## config.mk

```make
export PLATFORM = sky130hd
export DESIGN_NAME = instr_fetch_unit
export DESIGN_NICKNAME = d
export VERILOG_FILES = /design/src/rtl/fetch_pkg.sv /design/src/rtl/fetch_fifo.sv /design/src/rtl/instr_fetch_unit.sv
export SDC_FILE = /design/constraint.sdc
export NUM_CORES = 1
export LEC_CHECK = 0
export ABC_AREA = 1
export CAP_MARGIN = 25
export CORE_ASPECT_RATIO = 0.6
export CORE_UTILIZATION = 55
export DETAILED_ROUTE_END_ITERATION = 8
export PLACE_DENSITY = 0.94
export SYNTH_ARGS = -nofsm -noshare
export SYNTH_HDL_FRONTEND = slang
export SYNTH_SLANG_ARGS = --single-unit
```

## constraint.sdc

```tcl
create_clock -name CLK -period 10.94 [get_ports CLK]
set_input_delay 1.641 -clock CLK [delete_from_list [all_inputs] [get_ports CLK]]
set_output_delay 1.641 -clock CLK [all_outputs]
set_load 0.005 [all_outputs]
```

## src/rtl/fetch_pkg.sv

```systemverilog
// Shared types and constants for the LEGv8 fetch front end (instr_fetch_unit) and its bench.
package fetch_pkg;
    typedef enum logic [1:0] {
        ST_FETCH = 2'd0,
        ST_HALT  = 2'd1,
        ST_FAULT = 2'd2
    } fetch_state_e;

    localparam logic [31:0] NOP_WORD    = 32'h0;
    localparam int          INSTR_BYTES = 4;
    localparam logic [5:0]  OP_B        = 6'b000101;
    localparam logic [7:0]  OP_CBZ      = 8'b10110100;
endpackage

```

## src/rtl/fetch_fifo.sv

```systemverilog
// Prefetch FIFO: registered storage, flush clears occupancy, head word visible on o_rdata.
module fetch_fifo #(
    parameter  int WIDTH = 96,
    parameter  int DEPTH = 2,
    localparam int AW    = $clog2(DEPTH)
) (
    input  logic             CLK,
    input  logic             RST,
    input  logic             i_push,
    input  logic             i_pop,
    input  logic             i_flush,
    input  logic [WIDTH-1:0] i_wdata,
    output logic [WIDTH-1:0] o_rdata,
    output logic [AW:0]      o_count,
    output logic             o_empty
);
    localparam logic [AW:0] FULL_CNT = (AW+1)'(DEPTH);

    logic [WIDTH-1:0] r_mem [DEPTH];
    logic [AW-1:0]    r_wr_ptr, r_rd_ptr;
    logic [AW:0]      r_count;
    logic             w_push, w_pop;

    assign w_pop   = i_pop && (r_count != '0);
    assign w_push  = i_push && ((r_count != FULL_CNT) || w_pop);
    assign o_rdata = r_mem[r_rd_ptr];
    assign o_count = r_count;
    assign o_empty = (r_count == '0);

    always_ff @(posedge CLK) begin
        if (w_push && !i_flush && RST)
            r_mem[r_wr_ptr] <= i_wdata;
    end

    always_ff @(posedge CLK) begin
        if (!RST || i_flush) begin
            r_wr_ptr <= '0;
            r_rd_ptr <= '0;
            r_count  <= '0;
        end else begin
            if (w_push) r_wr_ptr <= r_wr_ptr + 1'b1;
            if (w_pop)  r_rd_ptr <= r_rd_ptr + 1'b1;
            case ({w_push, w_pop})
                2'b10:   r_count <= r_count + 1'b1;
                2'b01:   r_count <= r_count - 1'b1;
                default: r_count <= r_count;
            endcase
        end
    end
endmodule

```

## src/rtl/instr_fetch_unit.sv

```systemverilog
// LEGv8 fetch front end: PC, 1-cycle imem reads, prefetch FIFO, redirect/halt/fault control.
// Define FETCH_PERF_EN to add the perf_fetched / perf_squashed counters.
module instr_fetch_unit import fetch_pkg::*; #(
    parameter int                ADDR_W     = 64,
    parameter int                IMEM_BYTES = 64,
    parameter int                FIFO_DEPTH = 2,
    parameter logic [ADDR_W-1:0] RESET_PC   = '0
) (
    input  logic              CLK,
    input  logic              RST,
    output logic              imem_req,
    output logic [ADDR_W-1:0] imem_addr,
    input  logic [31:0]       imem_rdata,
    input  logic              redirect_valid,
    input  logic [ADDR_W-1:0] redirect_pc,
    output logic              inst_valid,
    input  logic              inst_ready,
    output logic [31:0]       inst_data,
    output logic [ADDR_W-1:0] inst_pc,
    output logic              halted,
    output logic              fault
`ifdef FETCH_PERF_EN
   ,output logic [31:0]       perf_fetched,
    output logic [31:0]       perf_squashed
`endif
);
    localparam int                CW       = $clog2(FIFO_DEPTH) + 1;
    localparam logic [CW:0]       DEPTH_C  = (CW+1)'(FIFO_DEPTH);
    localparam logic [ADDR_W-1:0] IMEM_END = ADDR_W'(IMEM_BYTES);

    fetch_state_e      r_state;
    logic [ADDR_W-1:0] r_pc, r_inflight_pc;
    logic              r_inflight, r_epoch, r_req_epoch, r_halted, r_fault;

    logic [CW-1:0]        w_count;
    logic                 w_empty, w_push, w_pop, w_redirect, w_misalign, w_in_range;
    logic [CW:0]          w_slots;
    logic [ADDR_W+31:0]   w_head;

    assign w_redirect = redirect_valid && (r_state != ST_FAULT);
    assign w_misalign = (redirect_pc[1:0] != 2'b00);
    assign w_in_range = (r_pc < IMEM_END);
    assign w_pop      = inst_valid && inst_ready && !w_redirect;
    // A response is stale if a redirect toggled the epoch after it was issued.
    assign w_push     = r_inflight && (r_req_epoch == r_epoch) && !w_redirect;
    assign w_slots    = {1'b0, w_count} + (CW+1)'(r_inflight) - (CW+1)'(w_pop);

    assign imem_req  = RST && (r_state == ST_FETCH) && !redirect_valid && w_in_range && (w_slots < DEPTH_C);
    assign imem_addr = r_pc;

    assign inst_valid = !w_empty;
    assign inst_data  = inst_valid ? w_head[31:0] : NOP_WORD;
    assign inst_pc    = inst_valid ? w_head[ADDR_W+31:32] : '0;
    assign halted     = r_halted;
    assign fault      = r_fault;

    fetch_fifo #(.WIDTH(ADDR_W + 32), .DEPTH(FIFO_DEPTH)) u_fifo (
        .CLK     (CLK),
        .RST     (RST),
        .i_push  (w_push),
        .i_pop   (w_pop),
        .i_flush (w_redirect),
        .i_wdata ({r_inflight_pc, imem_rdata}),
        .o_rdata (w_head),
        .o_count (w_count),
        .o_empty (w_empty)
    );

    always_ff @(posedge CLK) begin
        if (!RST) begin
            r_state       <= ST_FETCH;
            r_pc          <= RESET_PC;
            r_inflight    <= 1'b0;
            r_inflight_pc <= '0;
            r_epoch       <= 1'b0;
            r_req_epoch   <= 1'b0;
            r_halted      <= 1'b0;
            r_fault       <= 1'b0;
        end else begin
            r_inflight <= imem_req;
            if (imem_req) begin
                r_pc          <= r_pc + ADDR_W'(INSTR_BYTES);
                r_inflight_pc <= r_pc;
                r_req_epoch   <= r_epoch;
            end
            if (w_redirect) begin
                r_epoch  <= ~r_epoch;
                r_pc     <= redirect_pc;
                r_halted <= 1'b0;
                if (w_misalign) begin
                    r_state <= ST_FAULT;
                    r_fault <= 1'b1;
                end else begin
                    r_state <= ST_FETCH;
                end
            end else if (r_state == ST_FETCH && !w_in_range && w_empty && !r_inflight) begin
                r_state  <= ST_HALT;
                r_halted <= 1'b1;
            end
        end
    end

`ifdef FETCH_PERF_EN
    logic [31:0] r_perf_fetched, r_perf_squashed;
    logic [32:0] w_fetched_sum, w_squash_sum;

    // Squash count covers queued words plus the response landing this cycle.
    assign w_fetched_sum = {1'b0, r_perf_fetched} + 33'(w_pop);
    assign w_squash_sum  = {1'b0, r_perf_squashed} + 33'(w_count) + 33'(r_inflight);
    assign perf_fetched  = r_perf_fetched;
    assign perf_squashed = r_perf_squashed;

    always_ff @(posedge CLK) begin
        if (!RST) begin
            r_perf_fetched  <= '0;
            r_perf_squashed <= '0;
        end else begin
            if (w_pop)
                r_perf_fetched <= w_fetched_sum[32] ? '1 : w_fetched_sum[31:0];
            if (w_redirect)
                r_perf_squashed <= w_squash_sum[32] ? '1 : w_squash_sum[31:0];
        end
    end
`endif
endmodule

```

Word level (Yosys, flattened, before mapping)
Memories as Yosys holds them, arrays and structs flattened. A register that Yosys moved wholly into a read port is not among the register bits.
Index checks and enable logic that the tools add are counted.
Widths: inputs -> output; s select.
- add/sub/neg operators: 7
- order comparisons: 2
- eq/ne operators: 5
- multiplexer cells: 12
- bitwise logic cells: 2
- reductions and logical operators: 33
- operators with widths (cell ; count):
    $mux 64 ; 3
    $add 64x3->64 const B ; 1
    $lt 64x7->1 const B ; 1
    $mux 32 ; 1
    $logic_and 1x1->1 ; 16
    $reduce_bool 2->1 ; 5
    $logic_not 1->1 ; 6
    $mux 2 ; 3
    $logic_not 2->1 ; 2
    $mux 1 ; 4
    $ne 2x2->1 const B ; 2
    $pmux 2 s2 ; 1
    $add 2x1->3 ; 1
    $lt 3x2->1 const B ; 1
    $sub 3x1->3 ; 1
    $add 1x1->1 const B ; 2
    $add 2x1->2 const B ; 1
    $eq 2x1->1 const B ; 1
    $eq 2x2->1 const B ; 1
    $logic_or 1x1->1 ; 2
    $not 1->1 ; 2
    $reduce_and 2->1 ; 1
    $reduce_or 2->1 ; 1
    $sub 2x1->2 const B ; 1
    $eq 1x1->1 ; 1
- flip-flop bits (word level): 139
- RAM bits: 192
- word-level logic and storage cells: 73
- memories kept: 1
- memory list (name ; words ; bits a word ; rd ports ; clocked after memory_dff ; write ports ; line ; source):
    u_fifo.r_mem ; 2 ; 96 ; 1 ; 1 ; 1 ; fetch_fifo.sv:19 ; logic [WIDTH-1:0] r_mem [DEPTH];

Longest topological paths before layout
Gate-level depths: netlist of the first run.
- depth after elaboration: 11
- mapped depth: 16
- mapped depth without buffers: 16

By module
Synthesis of the first run repeated with hierarchy kept, for this count alone.
- cell total of the unflattened synthesis: 1195
- area, all modules: 13244.0 um^2
- by module, submodules not included (module ; instances ; cells each ; area an instance (um^2) ; sequential area each (um^2)):
    fetch_fifo ; 1 ; 340 ; 7398.3 ; 5865.6
    instr_fetch_unit ; 1 ; 855 ; 5845.6 ; 2702.6

Worst setup path before layout of the first run
Ideal clock, no wire load.
- path kind: input to register
- start point: in redirect_valid
- end point: mem u_fifo.r_mem[0][0], enable pin
- setup time: 0.551 ns
- data arrival time: 6.370 ns
- data required time: 10.389 ns
- path slack: 4.018 ns
- stages on the path: 6
- path buffers: 0
- cell sequence: nand2_2 nand3_1 inv_1 o21ai_1 or2_2 nor2_1
- longest elaborated chain between the ends: 10
- elaborated cells between the ends (all ways): 11
- those cells by class: mux (2); reduce/logical (9)
- RTL lines (element ; line ; source):
    start: declaration ; instr_fetch_unit.sv:14 ; input logic redirect_valid,
    $logic_and 1x1->1 * ; instr_fetch_unit.sv:40 ; assign w_redirect = redirect_valid && (r_state != ST_FAULT);
    $logic_not 1->1 * ; fetch_fifo.sv:31, instr_fetch_unit.sv:43, instr_fetch_unit.sv:45 ;
    $logic_and 1x1->1 ; instr_fetch_unit.sv:43 ; assign w_pop = inst_valid && inst_ready && !w_redirect;
    $logic_and 1x1->1 ; fetch_fifo.sv:24 ; assign w_pop = i_pop && (r_count != '0);
    $logic_or 1x1->1 ; fetch_fifo.sv:25 ; assign w_push = i_push && ((r_count != FULL_CNT) || w_pop);
    $logic_and 1x1->1 ; fetch_fifo.sv:25 ;
    $logic_and 1x1->1 * (2 in a row) ; fetch_fifo.sv:31 ; if (w_push && !i_flush && RST)
    $mux 1 * ; fetch_fifo.sv:31 ;
    $mux 1 (implied by the code) * ; fetch_fifo.sv:32 ; r_mem[r_wr_ptr] <= i_wdata;
    end: declaration ; fetch_fifo.sv:19 ;
Mark *: on every way between the ends. The rest lies on a longest branch, timed or not.

Worst setup path after layout of the first run
- start point: in redirect_valid
- end point: out imem_req
- longest elaborated chain between the ends: 6
- elaborated cells between the ends (all ways): 9
- those cells by class: add/sub (1); order compare (1); reduce/logical (7)
- RTL lines (element ; line ; source):
    $logic_and 1x1->1 ; instr_fetch_unit.sv:40 ;
    $logic_not 1->1 ; instr_fetch_unit.sv:43 ;
    $logic_and 1x1->1 ; instr_fetch_unit.sv:43 ;
    $sub 3x1->3 ; instr_fetch_unit.sv:46 ; assign w_slots = {1'b0, w_count} + (CW+1)'(r_inflight) - (CW+1)'(w_pop);
    $lt 3x2->1 ; instr_fetch_unit.sv:48 ; assign imem_req = RST && (r_state == ST_FETCH) && !redirect_valid && w_in_range && (w_slots < DEPTH_C);
    $logic_and 1x1->1 * ; instr_fetch_unit.sv:48 ;
    end: declaration ; instr_fetch_unit.sv:11 ; output logic imem_req,
Marks and branches as above.

==> metrics.md, run 1 <==
| Metric | Value |
|---|---|
| Status | `completed` |
| Layout cells sized above 1 | `4.74%` |
| Storage cell area | `8570 µm²` |
| Worst skew pair latency | `0.54 ns` |
| Die X | `196 µm` |
| Fill count | `1,419` |
| Minimum clock period | `7.60 ns` |
| Antenna violations before repair | `0` |
| I/O Buffers | `263` |
| DRT iter0 DRCs | `768` |
| DRC viols | `0` |
| Critical-path cell list | `clkdlybuf4s50_1, nand2_2, buf_4, nand3_1, inv_1, ha_1, nor2_1, fa_1, nand3b_1, nor3_1, nand3_4, inv_1, clkdlybuf4s50_1` |
| Yosys warning total | `0` |
| Clk_skew | `0.0254 ns` |
| Met2 Usage GRT | `41.7%` |
| Seq/Total Area, Yosys | `69.2%` |
| Final period utilization | `69.5%` |
| Max-Slew Margin vs Limit | `49.6%` |
| Chip height | `118 µm` |
| Syn nets | `1,300` |
| Count of pins over their slew limit | `0` |
| Place WS | `3.40 ns` |
| Leak | `6.42 nW` |
| Pwr dens | `155 nW/µm²` |
| Kind of critical path | `input pin to output port` |
| Placed cell area | `15,200 µm²` |
| Switching share of power | `20.6%` |
| Total design power | `0.00251 W` |
| Final WS setup | `3.34 ns` |
| Critical path endpoint category | `output port` |
| Slowest cell on crit path | `nand3_4` |
| First-pass GRT wire length | `46.6 mm` |
| Met3 Use GR | `5.85%` |
| DIE AREA | `23,100 µm²` |
| Clk root buf | `clkbuf_16` |
| Final setup fails | `0` |
| Syn_area_per_cell | `10.3 µm²` |
| Syn Inst Count | `1,197` |
| GR Layer Usage met1 | `34.5%` |
| Setup TNS | `0 ns` |
| Max stage delay on crit path | `0.64 ns` |
| Top Ports | `264` |
| Layer with the highest usage | `met2` |
| Initial Utilization | `56.1%` |
| Fin. Hold Viols | `0` |
| Hold WS | `0.455 ns` |
| Cell Rows | `42` |
| Htree depth | `1` |
| Startpoint types | `input pin` |
| Least-Margin Pin Slew | `0.757 ns` |
| Multi-input logic area | `3190 µm²` |
| WL final | `29.6 mm` |
| Clock-pin slew on the worst setup and hold paths | `0.06 ns` |
| Synth cell types | `29` |
| RSZ-0062 raised after global routing | `false` |
| Sw Pwr | `0.000519 W` |
| Final net count | `1,535` |
| RePlAce Congestion | `0.827` |
| Most frequent cells in the layout | `285 x nand2_1, 262 x clkdlybuf4s50_1, 192 x edfxtp_1` |
| Core Region | `22,100 µm²` |
| Vias post-DR | `9,376` |
| WP data arrival | `5.96 ns` |
| CTS max path bufs | `3` |
| CP Max Fanout | `73` |
| Antenna viol nets, final | `0` |
| Vias in the first global route | `9,043` |
| Antenna diode count | `0` |
| Post-route cell area | `16,200 µm²` |
| Syn Std Cell Area | `12,400 µm²` |
| DR WL/cell | `17.0 µm` |
| Clk network pwr share | `39.8%` |
| Sink Count | `332` |
| Post-CTS sizing | `0` |
| Fmax achieved | `0.132 GHz` |
| Area Growth Syn to Fin | `30.8%` |
| Synth Register Bits | `332` |
| Tot GR Track Use | `25.3%` |
| GRT Residual Overflow | `0` |
| Max-Cap Viols | `0` |
| Detailed Place HPWL | `18.3 mm` |
| Sequential Power Share | `53.6%` |
| CTS tree | `built` |
| Req. time, crit path | `9.30 ns` |
| Reg-to-reg setup timing slack | `6.35 ns` |
| Pint | `0.00200 W` |
| Hold crit path type | `flop to flop` |
| Post-CTS setup buffers | `0` |
| Vias per inst | `5.39` |
| Commonest non-fill, non-tap cell in the layout | `nand2_1` |
| Initial DRT Pass Iterations | `6` |
| Worst vdd ir | `126 µV` |
| CTS Buf Count | `29` |
| Hold_buf cts | `0` |
| Largest net degree at the start of global routing | `97` |
| Comb power frac | `6.5%` |
==> cell usage after synthesis <==
master     instances  area share [%]
nand3_2            1           0.081
clkbuf_1          46             1.4
nand3b_1           7            0.42
xor2_1             3            0.21
buf_6              1           0.091
nor2_1            92             2.8
nand4_1            1           0.051
nor2_2             2            0.10
o21bai_1           2            0.12
inv_2              2           0.061
edfxtp_1         192              47
mux2i_1            7            0.57
o21ai_0           27             1.1
inv_1             92             2.8
nand2_1          285             8.6
o2111ai_1          5            0.35
or2_1              1           0.051
fa_1               1            0.16
clkinv_1           1           0.030
dfxtp_1          140              23
a21oi_1          138             5.6
nand2_2            1           0.051
buf_2             12            0.49
nand3_1          106             4.3
o21ai_1            7            0.28
buf_1             13            0.39
or2_2              7            0.35
nor3_1             3            0.12
ha_1               2            0.20
==> state kept, by name (all words and copies together), names as in the netlist, named ones only <==
register,cells
fault,1
halted,1
imem_addr,64
r_epoch,1
r_inflight,1
r_inflight_pc,64
r_req_epoch,1
r_state,2
u_fifo.o_count,2
u_fifo.r_mem,192
u_fifo.r_rd_ptr,1
u_fifo.r_wr_ptr,1
==> cell families (layout without fill, tap and decap cells) <==
kind of cell,Yosys count,after routing,synth area share (%)
simple gates,506,506,17.0
compound gates,179,179,7.43
xor+xnor,3,3,0.212
fa+ha+maj,3,3,0.364
mux,7,7,0.566
buf+inv,167,425,5.25
flops,332,332,69.2
==> through the flow <==
step                      instances  util [%]
final                          1741      73.4
after global routing           1741      73.4
after CTS                      1738      73.0
after detailed placement       1684      68.8
after global placement         1684      68.8
after floorplan                1197         -
==> power groups by stage <==
| stage | clock, W | sequential (W) | combinational [W] |
|---|---|---|---|
| after floorplan | 0 | 0.00137 | 0.0000645 |
| after global placement | 0 | 0.00137 | 0.000156 |
| after detailed placement | 0 | 0.00138 | 0.000161 |
| after CTS | 0.00102 | 0.00135 | 0.000163 |
| after global routing | 0.00107 | 0.00135 | 0.000178 |
| final | 0.00100 | 0.00135 | 0.000164 |
==> final cells by class <==
class | count | area share, %
Clock buffer | 43 | 4.93
Clock inverter | 11 | 0.819
Inverter | 95 | 2.20
Multi-Input combinational cell | 698 | 19.7
Sequential cell | 332 | 52.9
Tap cell | 286 | 2.21
Timing Repair Buffer | 276 | 17.2
==> final timing paths <==
path | startpoint | to | cells after the start
worst min register to register | r_inflight_pc[52] | u_fifo.r_mem[0][84] | 0
worst max-delay path | redirect_valid | imem_req | 13
worst max register to register | r_state[0] | imem_addr[33] | 16
worst min-delay path | r_inflight_pc[52] | u_fifo.r_mem[0][84] | 0
==> worst max-delay path, delay by kind of cell <==
family / cells / cell delay (ns)
adders and majority gates: 2 / 0.68
buffers and inverters: 5 / 1.98
and+or+nand+nor: 6 / 1.64
==> layer usage <==
metal	vias to the layer above	wire, µm
met2	363	13900
met4	0	456
met1	4509	12800
li1	4460	-
met5	-	0
met3	44	2450
(Power assumes the default switching activity.)
==> run 2, diff against run 1 <==
--- a/config.mk
+++ b/config.mk
@@ -8,9 +8,9 @@
 export ABC_AREA = 1
 export CAP_MARGIN = 25
 export CORE_ASPECT_RATIO = 0.6
-export CORE_UTILIZATION = 55
+export CORE_UTILIZATION = 46
 export DETAILED_ROUTE_END_ITERATION = 8
-export PLACE_DENSITY = 0.94
+export PLACE_DENSITY = 0.85
 export SYNTH_ARGS = -nofsm -noshare
 export SYNTH_HDL_FRONTEND = slang
 export SYNTH_SLANG_ARGS = --single-unit
==> constraint.sdc (replaced) <==
create_clock -name CLK -period 6.98 [get_ports CLK]
set_input_delay 1.047 -clock CLK [delete_from_list [all_inputs] [get_ports CLK]]
set_output_delay 1.047 -clock CLK [all_outputs]
set_load 0.005 [all_outputs]
==> run 2 against run 1 <==
Against the previous run: register-to-register slack worse by 3.4 ns; count of clock-buffer cells in the layout down 6; global-route usage down 4.4 points; worst hold slack worse by 0.0096 ns; routed wire length down 0.25%; critical path depth down 1; power up 57%; final cell count up 4.4%; critical endpoint unchanged; largest cell class unchanged; highest routed layer unchanged.
==> metrics.md, run 2 (synthesis results as in run 1) <==
| Metric | Value |
|---|---|
| Final net count | `1,536` |
| Core Region | `26,400 µm²` |
| DIE AREA | `27,600 µm²` |
| Hold_buf cts | `0` |
| FF-to-FF End | `imem_addr[11]` |
| Minimum clock period | `5.45 ns` |
| Clock-pin slew on the worst setup and hold paths | `0.07 ns` |
| Setup TNS | `0 ns` |
| Final setup fails | `0` |
| Pwr dens | `243 nW/µm²` |
| Initial Utilization | `46.9%` |
| Least-Margin Pin Slew | `0.854 ns` |
| Kind of critical path | `input pin to output port` |
| WL final | `29.6 mm` |
| Clk_skew | `0.0114 ns` |
| Critical-path cell list | `clkdlybuf4s50_1, nand2_2, nand3_1, inv_1, ha_1, nor2_1, fa_1, nand3b_1, nor3_1, nand3_4, inv_1, clkdlybuf4s50_1` |
| DR WL/cell | `16.3 µm` |
| Post-layout util | `61.6%` |
| Switching share of power | `21.4%` |
| Largest register FFs | `192` |
| Slowest cell on crit path | `clkdlybuf4s50_1` |
| Critical Path Stages | `12` |
| Vias post-DR | `9,202` |
| Startpoint types | `input pin` |
| Max-Slew Margin vs Limit | `43.0%` |
| Comb power frac | `6.5%` |
| Max-Cap Viols | `0` |
| Critical path endpoint category | `output port` |
| Post-CTS sizing | `0` |
| Final period utilization | `78.1%` |
| Detailed Place HPWL | `18.4 mm` |
| Chip height | `129 µm` |
| HP Start | `r_inflight_pc[56]` |
| Vias per inst | `5.06` |
| WHS Endpoint | `u_fifo.r_mem[1][88]` |
| Cell Rows | `46` |
| Hold crit path type | `flop to flop` |
| Vias in the first global route | `8,772` |
| Count of pins over their slew limit | `0` |
| Max stage delay on crit path | `0.53 ns` |
| Leak | `6.43 nW` |
| Post-CTS setup buffers | `0` |
| Largest net degree at the start of global routing | `97` |
| Antenna viol nets, final | `0` |
| Die X | `214 µm` |
| Pint | `0.00311 W` |
| Commonest non-fill, non-tap cell in the layout | `nand2_1` |
| DRT iter0 DRCs | `683` |
| Fin. Hold Viols | `0` |
| CTS Buf Count | `30` |
| Tot GR Track Use | `20.9%` |
| Status | `completed` |
| Worst vdd ir | `215 µV` |
| CTS tree | `built` |
| Top Ports | `264` |
| Fmax achieved | `0.183 GHz` |
| CP Max Fanout | `47` |
| Total design power | `0.00395 W` |
| Sw Pwr | `0.000845 W` |
| Family with the most delay on the worst path | `buffers and inverters` |
| Antenna diode count | `0` |
| Antenna violations before repair | `0` |
| Clk network pwr share | `40.0%` |
| I/O Buffers | `263` |
| Sink Count | `332` |
| Area Growth Syn to Fin | `31.5%` |
| WP data arrival | `4.41 ns` |
| CP bufs+invs | `4` |
| Sequential Power Share | `53.5%` |
| Htree depth | `1` |
| CTS max path bufs | `3` |
| Most frequent cells in the layout | `285 x nand2_1, 262 x clkdlybuf4s50_1, 192 x edfxtp_1` |
| Req. time, crit path | `5.93 ns` |
| RSZ-0062 raised after global routing | `false` |
| Reg-to-Reg Start | `u_fifo.o_count[1]` |
| Clk root buf | `clkbuf_16` |
| Reg-to-reg setup timing slack | `2.93 ns` |
| Largest Register | `u_fifo.r_mem` |
| RePlAce Congestion | `0.852` |
| Reg2Reg Depth | `15` |
| Worst skew pair latency | `0.55 ns` |
| Layout cells sized above 1 | `5.42%` |
| DRC viols | `0` |
| First-pass GRT wire length | `45.3 mm` |
| Initial DRT Pass Iterations | `5` |
| GRT Residual Overflow | `0` |
| Fill count | `2,067` |
| Hold depth | `0` |
[run 2: cell types whose count changed in the layout (fill, tap and decap cells not counted), sizes merged]
| cell | previous run | this run |
|---|---|---|
| bufinv | 3 | 1 |
| clkinv | 6 | 16 |
| inv | 97 | 94 |
| clkbuf | 43 | 37 |
| clkinvlp | 0 | 3 |
[run 2: layout make-up]
class	count	area [µm²]	area share (%)
clock buffer	37	828	5.09
clock inverter	19	129	0.792
inverter	95	358	2.20
timing repair buffer	276	2750	16.9
sequential	332	8570	52.7
tap	360	450	2.77
multi-input combinational	698	3190	19.6
[run 2: metrics by stage]
stage               std cells  worst slack (ns)  hold slack [ns]  area [µm²]
floorplan                1197             0.652            0.426       12400
global placement         1760              1.61            0.429       15300
detailed placement       1760              1.53            0.439       15300
CTS                      1816              1.50            0.451       16200
global route             1817              1.28            0.458       16300
finish                   1817              1.53            0.445       16300
[run 2: worst max path at each step]
stage	start	end	slack, ns
after global placement	redirect_valid	imem_req	1.61
after floorplan	redirect_valid	u_fifo.r_mem[0][0]	0.65
after CTS	redirect_valid	imem_req	1.50
after detailed placement	redirect_valid	imem_req	1.53
after global routing	redirect_valid	imem_req	1.28
final	redirect_valid	imem_req	1.53
[run 2: power groups by stage]
| stage | Combinational, W | Clock (W) | Sequential (W) |
|---|---|---|---|
| floorplan | 0.000101 | 0 | 0.00215 |
| global route | 0.000278 | 0.00169 | 0.00212 |
| detailed placement | 0.000253 | 0 | 0.00216 |
| finish | 0.000255 | 0.00158 | 0.00211 |
| CTS | 0.000255 | 0.00162 | 0.00211 |
| global placement | 0.000247 | 0 | 0.00215 |
[run 2: routing by layer]
layer,routed length (µm),up-vias,global-route usage [%]
met3,2660,49,5.99
met2,13500,328,34.1
met4,512,0,4.54
met5,0,-,0
li1,-,4464,-
met1,12900,4361,27.8
